File: src/rtl/d5m_pgen_pkg.sv
// Shared types and constants for the D5M synthetic pattern source.
// The state and mode encodings, bar colour table and LFSR constants live here.
package d5m_pgen_pkg;

   localparam int COORD_W = 16;
   localparam int PIX_W   = 12;

   typedef enum logic [1:0] {
      IDLE   = 2'd0,
      HBLK   = 2'd1,
      ACTIVE = 2'd2,
      VBLK   = 2'd3
   } pgen_state_e;

   typedef enum logic [1:0] {
      MODE_BARS    = 2'd0,
      MODE_RAMP    = 2'd1,
      MODE_CHECKER = 2'd2,
      MODE_FRAME   = 2'd3
   } pgen_mode_e;

   // {R,G,B} per bar; index 0 is the leftmost bar (white) through 7 (black)
   localparam logic [7:0][2:0] BAR_RGB = {
      3'b000, 3'b001, 3'b100, 3'b101, 3'b010, 3'b011, 3'b110, 3'b111
   };

   localparam logic [15:0] LFSR_SEED = 16'hACE1;
   // x^16 + x^14 + x^13 + x^11 + 1
   localparam logic [15:0] LFSR_TAPS = 16'hB400;

endpackage

File: src/rtl/d5m_pgen_pixel.sv
// Combinational pixel generator: (x, y, mode, frame number) -> 12-bit Bayer value.
module d5m_pgen_pixel
   import d5m_pgen_pkg::*;
#(
   parameter int H_ACTIVE = 640
) (
   input  logic [COORD_W-1:0] x,
   input  logic [COORD_W-1:0] y,
   input  pgen_mode_e         mode,
   input  logic [PIX_W-1:0]   frame_num,
   output logic [PIX_W-1:0]   pix
);

   localparam int BAR_W = H_ACTIVE / 8;

   logic [COORD_W-1:0] bar_div;
   logic [2:0]         bar_idx;
   logic [2:0]         rgb;
   logic               chan;

   always_comb begin
      bar_div = x / COORD_W'(BAR_W);
      // remainder pixels past the eighth bar stay black
      bar_idx = (bar_div > COORD_W'(7)) ? 3'd7 : bar_div[2:0];
      rgb     = BAR_RGB[bar_idx];

      case ({y[0], x[0]})
         2'b01:   chan = rgb[2];
         2'b10:   chan = rgb[0];
         default: chan = rgb[1];
      endcase

      case (mode)
         MODE_BARS:    pix = {PIX_W{chan}};
         MODE_RAMP:    pix = {x[9:0], 2'b00};
         MODE_CHECKER: pix = {PIX_W{x[5] ^ y[5]}};
         MODE_FRAME:   pix = frame_num;
         default:      pix = '0;
      endcase
   end

endmodule

File: src/rtl/d5m_pattern_gen.sv
// Synthetic D5M sensor source: FVAL/LVAL framing with deterministic Bayer test patterns.
// Define D5M_PGEN_NOISE_EN to XOR a 16-bit LFSR into the two LSBs of active pixels.
module d5m_pattern_gen
   import d5m_pgen_pkg::*;
#(
   parameter int H_ACTIVE = 640,
   parameter int V_ACTIVE = 480,
   parameter int H_BLANK  = 16,
   parameter int V_BLANK  = 64
) (
   input  logic        iCLK,
   input  logic        iRST_N,
   input  logic        iSTART,
   input  logic        iSTOP,
   input  logic [1:0]  iMODE,
   output logic [11:0] oDATA,
   output logic        oFVAL,
   output logic        oLVAL,
   output logic [31:0] oFrame_Cont,
   output logic        oBUSY
);

   localparam int XW   = $clog2(H_ACTIVE);
   localparam int YW   = $clog2(V_ACTIVE);
   localparam int BMAX = (H_BLANK > V_BLANK) ? H_BLANK : V_BLANK;
   localparam int BW   = $clog2(BMAX + 1);

   pgen_state_e       state_q, state_n;
   logic [XW-1:0]     x_q, x_n;
   logic [YW-1:0]     y_q, y_n;
   logic [BW-1:0]     b_q, b_n;
   logic              stop_q, stop_n;
   pgen_mode_e        mode_q, mode_n;
   logic [PIX_W-1:0]  fnum_q, fnum_n;
   logic [31:0]       frame_cnt_q;
   logic              cnt_inc;

   logic [PIX_W-1:0]  pix_n;
   logic [PIX_W-1:0]  noise;
   logic [PIX_W-1:0]  data_q;
   logic              fval_q, lval_q, busy_q;

   always_ff @(posedge iCLK or negedge iRST_N) begin
      if (!iRST_N) begin
         state_q <= IDLE;
         x_q     <= '0;
         y_q     <= '0;
         b_q     <= '0;
         stop_q  <= 1'b0;
         mode_q  <= MODE_BARS;
         fnum_q  <= '0;
      end else begin
         state_q <= state_n;
         x_q     <= x_n;
         y_q     <= y_n;
         b_q     <= b_n;
         stop_q  <= stop_n;
         mode_q  <= mode_n;
         fnum_q  <= fnum_n;
      end
   end

   always_comb begin
      state_n = state_q;
      x_n     = x_q;
      y_n     = y_q;
      b_n     = b_q;
      mode_n  = mode_q;
      fnum_n  = fnum_q;
      cnt_inc = 1'b0;
      stop_n  = stop_q | ((state_q != IDLE) & iSTOP);

      case (state_q)
         IDLE: begin
            stop_n = 1'b0;
            if (iSTART && !iSTOP) begin
               state_n = HBLK;
               x_n     = '0;
               y_n     = '0;
               b_n     = '0;
               mode_n  = pgen_mode_e'(iMODE);
               fnum_n  = frame_cnt_q[PIX_W-1:0];
            end
         end
         HBLK: begin
            if (b_q == BW'(H_BLANK - 1)) begin
               state_n = ACTIVE;
               x_n     = '0;
               b_n     = '0;
            end else begin
               b_n = b_q + 1'b1;
            end
         end
         ACTIVE: begin
            if (x_q == XW'(H_ACTIVE - 1)) begin
               x_n = '0;
               b_n = '0;
               if (y_q == YW'(V_ACTIVE - 1)) begin
                  state_n = VBLK;
                  y_n     = '0;
                  cnt_inc = 1'b1;
               end else begin
                  state_n = HBLK;
                  y_n     = y_q + 1'b1;
               end
            end else begin
               x_n = x_q + 1'b1;
            end
         end
         VBLK: begin
            if (b_q == BW'(V_BLANK - 1)) begin
               b_n = '0;
               // a stop sampled on the last blanking cycle still ends the stream here
               if (stop_q || iSTOP) begin
                  state_n = IDLE;
                  stop_n  = 1'b0;
               end else begin
                  state_n = HBLK;
                  mode_n  = pgen_mode_e'(iMODE);
                  fnum_n  = frame_cnt_q[PIX_W-1:0];
               end
            end else begin
               b_n = b_q + 1'b1;
            end
         end
         default: state_n = IDLE;
      endcase
   end

   // Outputs are registered from the next-state values so they line up with the state just entered
   d5m_pgen_pixel #(
      .H_ACTIVE (H_ACTIVE)
   ) u_pixel (
      .x         (COORD_W'(x_n)),
      .y         (COORD_W'(y_n)),
      .mode      (mode_n),
      .frame_num (fnum_n),
      .pix       (pix_n)
   );

`ifdef D5M_PGEN_NOISE_EN
   logic [15:0] lfsr_q;

   always_ff @(posedge iCLK or negedge iRST_N) begin
      if (!iRST_N)
         lfsr_q <= LFSR_SEED;
      else if (state_n == ACTIVE)
         lfsr_q <= {lfsr_q[14:0], ^(lfsr_q & LFSR_TAPS)};
   end

   assign noise = {{(PIX_W-2){1'b0}}, lfsr_q[1:0]};
`else
   assign noise = '0;
`endif

   always_ff @(posedge iCLK or negedge iRST_N) begin
      if (!iRST_N) begin
         fval_q <= 1'b0;
         lval_q <= 1'b0;
         busy_q <= 1'b0;
         data_q <= '0;
      end else begin
         fval_q <= (state_n == HBLK) || (state_n == ACTIVE);
         lval_q <= (state_n == ACTIVE);
         busy_q <= (state_n != IDLE);
         data_q <= (state_n == ACTIVE) ? (pix_n ^ noise) : '0;
      end
   end

   always_ff @(posedge iCLK or negedge iRST_N) begin
      if (!iRST_N)
         frame_cnt_q <= '0;
      else if (cnt_inc)
         frame_cnt_q <= frame_cnt_q + 32'd1;
   end

   assign oDATA       = data_q;
   assign oFVAL       = fval_q;
   assign oLVAL       = lval_q;
   assign oBUSY       = busy_q;
   assign oFrame_Cont = frame_cnt_q;

endmodule
File: config.mk
export PLATFORM = sky130hd
export DESIGN_NAME = d5m_pattern_gen
export DESIGN_NICKNAME = d
export VERILOG_FILES = /design/src/rtl/d5m_pgen_pkg.sv /design/src/rtl/d5m_pgen_pixel.sv /design/src/rtl/d5m_pattern_gen.sv
export SDC_FILE = /design/constraint.sdc
export NUM_CORES = 1
export LEC_CHECK = 0
export ABC_AREA = 1
export ABC_CLOCK_PERIOD_IN_PS = 3700
export CAP_MARGIN = 10
export CORE_ASPECT_RATIO = 1.75
export CORE_UTILIZATION = 35
export CTS_BUF_LIST = sky130_fd_sc_hd__clkbuf_8
export CTS_CLUSTER_DIAMETER = 60
export DETAILED_ROUTE_END_ITERATION = 16
export PLACE_DENSITY = 0.57
export REMOVE_ABC_BUFFERS = 1
export SLEW_MARGIN = 20
export SYNTH_ARGS = -nofsm -noshare
export SYNTH_HDL_FRONTEND = slang
export SYNTH_HIERARCHICAL = 1
export SYNTH_SLANG_ARGS = --single-unit
File: constraint.sdc
create_clock -name iCLK -period 3.7 [get_ports iCLK]
set_input_delay 0.37 -clock iCLK [delete_from_list [all_inputs] [get_ports iCLK]]
set_output_delay 0.37 -clock iCLK [all_outputs]
set_load 0.05 [all_outputs]
==> metrics, run 1 <==
status finished, final reports clean; dpl hpwl roughly 13 mm; switching share of total power 31.6%; Psw 0.000667 W; Fmax between 300 and 400 MHz; Avg Cell Area, Syn just under 7 um2; largest net degree at the start of global routing ~60; Logic pwr share 19.6%; total track usage 20.3%; share of post-route cells with drive strength above 1 12.7%; Pre-Repair DR Iteration Count 4; measured slew at the worst slew-check pin 0.827 ns; EDFF count, synth 0; io pins 53; worst path required time 3.98 ns; Int Pwr 0.00144 W; initial core utilization 35.8%; Final Core Density 43.4%; Synth warnings 6; DR iter-0 viols 167; Final nets ~1.0k; Reg power frac 46.6%; Bufs on Longest Clock Path 2; TritonCTS clock tree yes; WL/cell 13.9 um; routed vias/inst 4.70; Seq cells post-synth 90; DIE HEIGHT 176 um; initial antenna violation count 0; Buffers on Ports 52; Root Driver clkbuf_8; placed cells 1205; cell leakage power 3.82 nW; slowest CP cell dfrtp_1; Die Area 17900 um2; clock sinks 90; RR Startpoint b_q[0]; clock-pin slew on the worst setup and hold paths 0.11 ns; max-cap violations 0; # rows 63; Period Utilization, post-route around nine tenths; CP Class reg2reg; startpoint types register; post-layout minimum cycle time between 3 and 4 ns; routability cong. 0.895; Worst path max stage delay between 0.4 and 0.5 ns; cts bufs inserted 9; Primary FF master, synth dfrtp_1; min-delay worst type in2async; Critical Path Sink Type register; clock network power share 33.8%; # DRC 0; crit path DAT 3.60 ns; final setup skew roughly 0.016 ns; Remaining Overflow, GRT 0; final setup vio count 0; Final ANT Viol Nets 0; Post-Syn Area 6070 um2; Ant. Diodes 0; number of distinct library cells after synthesis 47; core area between 15000 and 20000 um2; vias in the first global route around 5.8k; VDD IR max 0.136 mV; Fin. Hold Viols 0; H-tree levels 3; Syn-to-layout area delta 21.1%; Mapped Cells 890; clock latency on the worst-skew pair 0.37 ns; Post-Layout Cell Count 1224; Die Wd 102 um; Via Count 5751; CP Max Fanout 6; PwrDens 287 nW/um2; Synth async-reset ratio 100%; global-route wire length before repair 28.0 mm; register area share after synthesis 37.1%; routed wire length 17.0 mm; Crit. Startpoint b_q[0]; Slew HR 44.9%; Final Max Tran Viols 0; final hold slack 0.0723 ns
-- power by group through the flow --
| stage | sequential [W] | combinational, W | clock (W) |
|---|---|---|---|
| after global routing | 0.000983 | 0.000481 | 0.000785 |
| after detailed placement | 0.00100 | 0.000385 | 0 |
| after global placement | 0.00100 | 0.000380 | 0 |
| after CTS | 0.000983 | 0.000388 | 0.000732 |
| after floorplan | 0.00100 | 0.000319 | 0 |
| final | 0.000983 | 0.000414 | 0.000712 |
-- area by class of cell --
cell class                      count  area [um2]
Sequential cell                    90        2250
Multi-Input combinational cell    694        3440
Clock buffer                        9         124
Inverter                          117         442
Fill cell                        1755        9600
Tap cell                          227         284
Clock inverter                      7        78.8
Timing Repair Buffer               80         728
-- synthesized netlist by cell type, types with 2 or more instances --
master	count	area share, %
o21ai_0	37	3.0
nand3_2	16	2.6
o21ai_1	4	0.33
nor2_1	74	4.6
o21bai_1	3	0.37
o21ai_2	2	0.29
nand3_1	70	5.8
buf_4	2	0.25
xor2_1	12	1.7
nand4_1	8	0.82
buf_6	4	0.74
nand2_1	350	22
o211ai_1	2	0.25
nand3b_1	8	0.99
inv_2	14	0.87
buf_2	2	0.16
clkbuf_1	5	0.31
dfrtp_1	90	37
xnor2_1	9	1.3
nand2_2	19	2.0
nor2_4	2	0.37
nor3_1	2	0.16
ha_1	13	2.7
a21oi_1	17	1.4
inv_1	101	6.2
nand2_4	3	0.56
-- layout by cell type (no fill, tap or decap), types with 9 or more instances in the layout --
master	instances
nor2_1	71
buf_4	29
o21ai_0	36
a21oi_1	17
ha_1	10
dfrtp_1	89
clkbuf_8	9
nand3_1	67
conb_1	25
xnor2_1	9
nand3_2	19
xor2_1	12
inv_2	15
inv_1	101
nand2_1	343
nand2_2	25
clkdlybuf4s50_1	51
-- through the flow --
stage	instance area, um2	setup WS (ns)	total power, W	setup TNS [ns]
detailed placement	7040	-0.0689	0.00139	-0.557
floorplan	6040	0.228	0.00132	0
global placement	7040	-0.106	0.00138	-0.917
global route	7350	-0.00196	0.00225	-0.00196
finish	7350	0.378	0.00211	0
CTS	7250	0.0831	0.00210	0
-- repair_timing --
action / CTS / global route
resized for setup: 2 / 24
gates cloned: 0 / 1
buffers inserted: 0 / 2
hold buffers: 0 / 0
endpoints found under the setup margin: 12 / 12
pin swaps: 0 / 4
-- per-layer routing --
| layer | wire [um] | global-route usage [%] | up-vias |
|---|---|---|---|
| li1 | - | - | 2960 |
| met1 | 6390 | 20.7 | 2630 |
| met2 | 9290 | 39.0 | 112 |
| met3 | 452 | 2.53 | 49 |
| met4 | 857 | 10.4 | 0 |
| met5 | 0 | 0 | - |
-- critical path: cells and delay by family, from the launching register on --
kind,cells,cell delay (ns)
AOI/OAI and AO/OA,1,0.19
and+or+nand+nor,25,2.14
DFF,1,0.41
buffers and inverters,4,0.30
adders and majority gates,1,0.21
-- flip-flops by register name, indices dropped and copies added (netlist names) --
signal and count:
y_q 9, oLVAL 1, oBUSY 1, oDATA 12
stop_q 1, oFVAL 1, x_q 10, state_q 2
b_q 7, oFrame_Cont 32, fnum_q 12, mode_q 2
-- cells by family after synthesis --
family | Yosys count | synth area share, %
and+or+nand+nor | 559 | 40.8
adders and majority gates | 13 | 2.68
AOI/OAI and AO/OA | 75 | 7.09
buffers and inverters | 131 | 9.27
DFF | 90 | 37.1
other | 1 | 0.0617
xor gates and xnor gates | 21 | 3.03
-- path summary, 6_finish.rpt --
check	end	slack, ns	depth (start not counted)
min reg2reg	fnum_q[0]	0.48	2
min	x_q[8]	0.07	1
max	oDATA[0]	0.38	31
min in group iCLK	fnum_q[0]	0.48	2
max reg2reg	oDATA[0]	0.38	31
max in group asynchronous	fnum_q[1]	2.83	2
(Power assumes the default switching activity.)
==> inputs of run 2 (changes only) <==
--- a/config.mk
+++ b/config.mk
@@ -6,7 +6,6 @@
 export NUM_CORES = 1
 export LEC_CHECK = 0
 export ABC_AREA = 1
-export ABC_CLOCK_PERIOD_IN_PS = 3700
 export CAP_MARGIN = 10
 export CORE_ASPECT_RATIO = 1.75
 export CORE_UTILIZATION = 35
==> constraint.sdc (replaced) <==
create_clock -name iCLK -period 2.8 [get_ports iCLK]
set_input_delay 0.28 -clock iCLK [delete_from_list [all_inputs] [get_ports iCLK]]
set_output_delay 0.28 -clock iCLK [all_outputs]
set_load 0.05 [all_outputs]
==> metrics, run 2 (same netlist as run 1, synthesis figures left out) <==
status finished with violations; failing checks negative setup slack; Period Utilization, post-route 113%; global-route wire length before repair 28.9 mm; max reg flops 32; Final Max Tran Viols 0; Bufs on Longest Clock Path 2; initial core utilization between 30% and 40%; Final nets 1083; # rows 63; placed cells about 1.3k; total track usage 20.9%; Setup Total Neg Slack -4.30 ns; PnR worst setup slack -0.374 ns; dpl hpwl 13.8 mm; Root Driver clkbuf_8; cell leakage power 4.20 nW; WL/cell 13.6 um; measured slew at the worst slew-check pin 0.690 ns; DR iter-0 viols 184; TritonCTS clock tree yes; commonest cells after routing, fill and taps aside 336 x nand2_1, 99 x inv_1, 95 x buf_4; PwrDens about 370 nW/um2; Final ANT Viol Nets 0; Critical Path Sink Type register; clock latency on the worst-skew pair 0.37 ns; Buffers on Ports 52; Final Core Density 47.5%; Remaining Overflow, GRT 0; DIE HEIGHT 176 um; crit path DAT 3.49 ns; Psw 0.000994 W; FF-to-FF path depth 32; Post-Layout Cell Count 1296; Fmax 315 MHz; Crit path top cell by count nand2_2; Fin. Hold Viols 0; routed vias/inst 4.68; post-layout minimum cycle time 3.17 ns; Pre-Repair DR Iteration Count 4; routability cong. 0.935; final setup skew 0.0140 ns; Worst path max stage delay 0.38 ns; CP Class reg2reg; clock network power share 31.4%; Logic pwr share 25.5%; VDD IR max 0.210 mV; initial antenna violation count 0; Die Area ~18000 um2; min-delay worst type in2async; Via Count 6070; vias in the first global route 6096; Ant. Diodes 0; switching share of total power ~33%; routed wire length 17.6 mm; core area ~17000 um2; Slew HR 54.0%; cts bufs inserted 9; io pins 53; slowest CP cell dfrtp_1; share of post-route cells with drive strength above 1 between 20% and 30%; clock-pin slew on the worst setup and hold paths 0.10 ns; final setup vio count 12; Final Power between 0.003 and 0.004 W; DP Worst Slack -0.737 ns; Reg power frac 43.1%; Die Wd 102 um; Syn-to-layout area delta 32.4%; max-cap violations 0; commonest non-fill, non-tap cell in the layout nand2_1; startpoint types register; CP Max Fanout 6; clock sinks 90; # DRC 0; flop2flop setup slack -0.37 ns; RSZ-0062 raised after global routing true; largest net degree at the start of global routing 50; worst path required time 3.11 ns; H-tree levels 3; Int Pwr 0.00202 W
-- run 2: routing by layer --
layer	up-vias	track usage (%)	wire, um
li1	3112	-	-
met1	2818	20.8	6450
met2	99	40.8	9980
met3	41	2.49	474
met4	0	10.9	725
met5	-	0	0
-- run 2: power groups by stage --
stage	clock network [W]	logic, W	registers (W)
CTS	0.000981	0.000608	0.00130
finish	0.000946	0.000768	0.00130
global placement	0	0.000530	0.00132
global route	0.00102	0.000848	0.00130
detailed placement	0	0.000532	0.00132
floorplan	0	0.000422	0.00132
-- run 2: per-stage QoR --
stage          area [um2]  hold slack, ns
2_1_floorplan        6040         -0.0156
3_3_place_gp         7540           0.375
3_5_place_dp         7540           0.370
4_1_cts              7900           0.481
5_1_grt              8040           0.501
6_report             8040           0.476
-- run 2: area by class of cell --
class                      instances  area [um2]
fill                            1713        8900
multi-input combinational        694        3540
sequential                        90        2250
timing repair buffer             152        1320
inverter                         117         444
tap                              227         284
clock buffer                       9         124
clock inverter                     7        78.8
-- run 2: path summary, 6_finish.rpt --
path	end	from
setup / recovery	oDATA[8]	x_q[0]
hold / removal	y_q[2]	iRST_N
setup reg to reg	oDATA[8]	x_q[0]
hold reg to reg	fnum_q[11]	fnum_q[11]
max in group asynchronous	oFrame_Cont[11]	iRST_N
min in group iCLK	fnum_q[11]	fnum_q[11]
-- run 2: critical path, delay by kind of cell, from the launching register on --
kind            cells  cell delay [ns]
simple gates       25             2.13
buf+inv             6             0.48
flops               1             0.38
compound gates      1             0.14
-- run 2: what timing repair did --
item,4_1_cts,5_1_grt
hold buffers,1,0
setup endpoints to repair,12,12
hold endpoints to repair,48,0
pin swaps,14,23
setup buffers,7,4
gates resized for setup,23,35
cloned,1,0
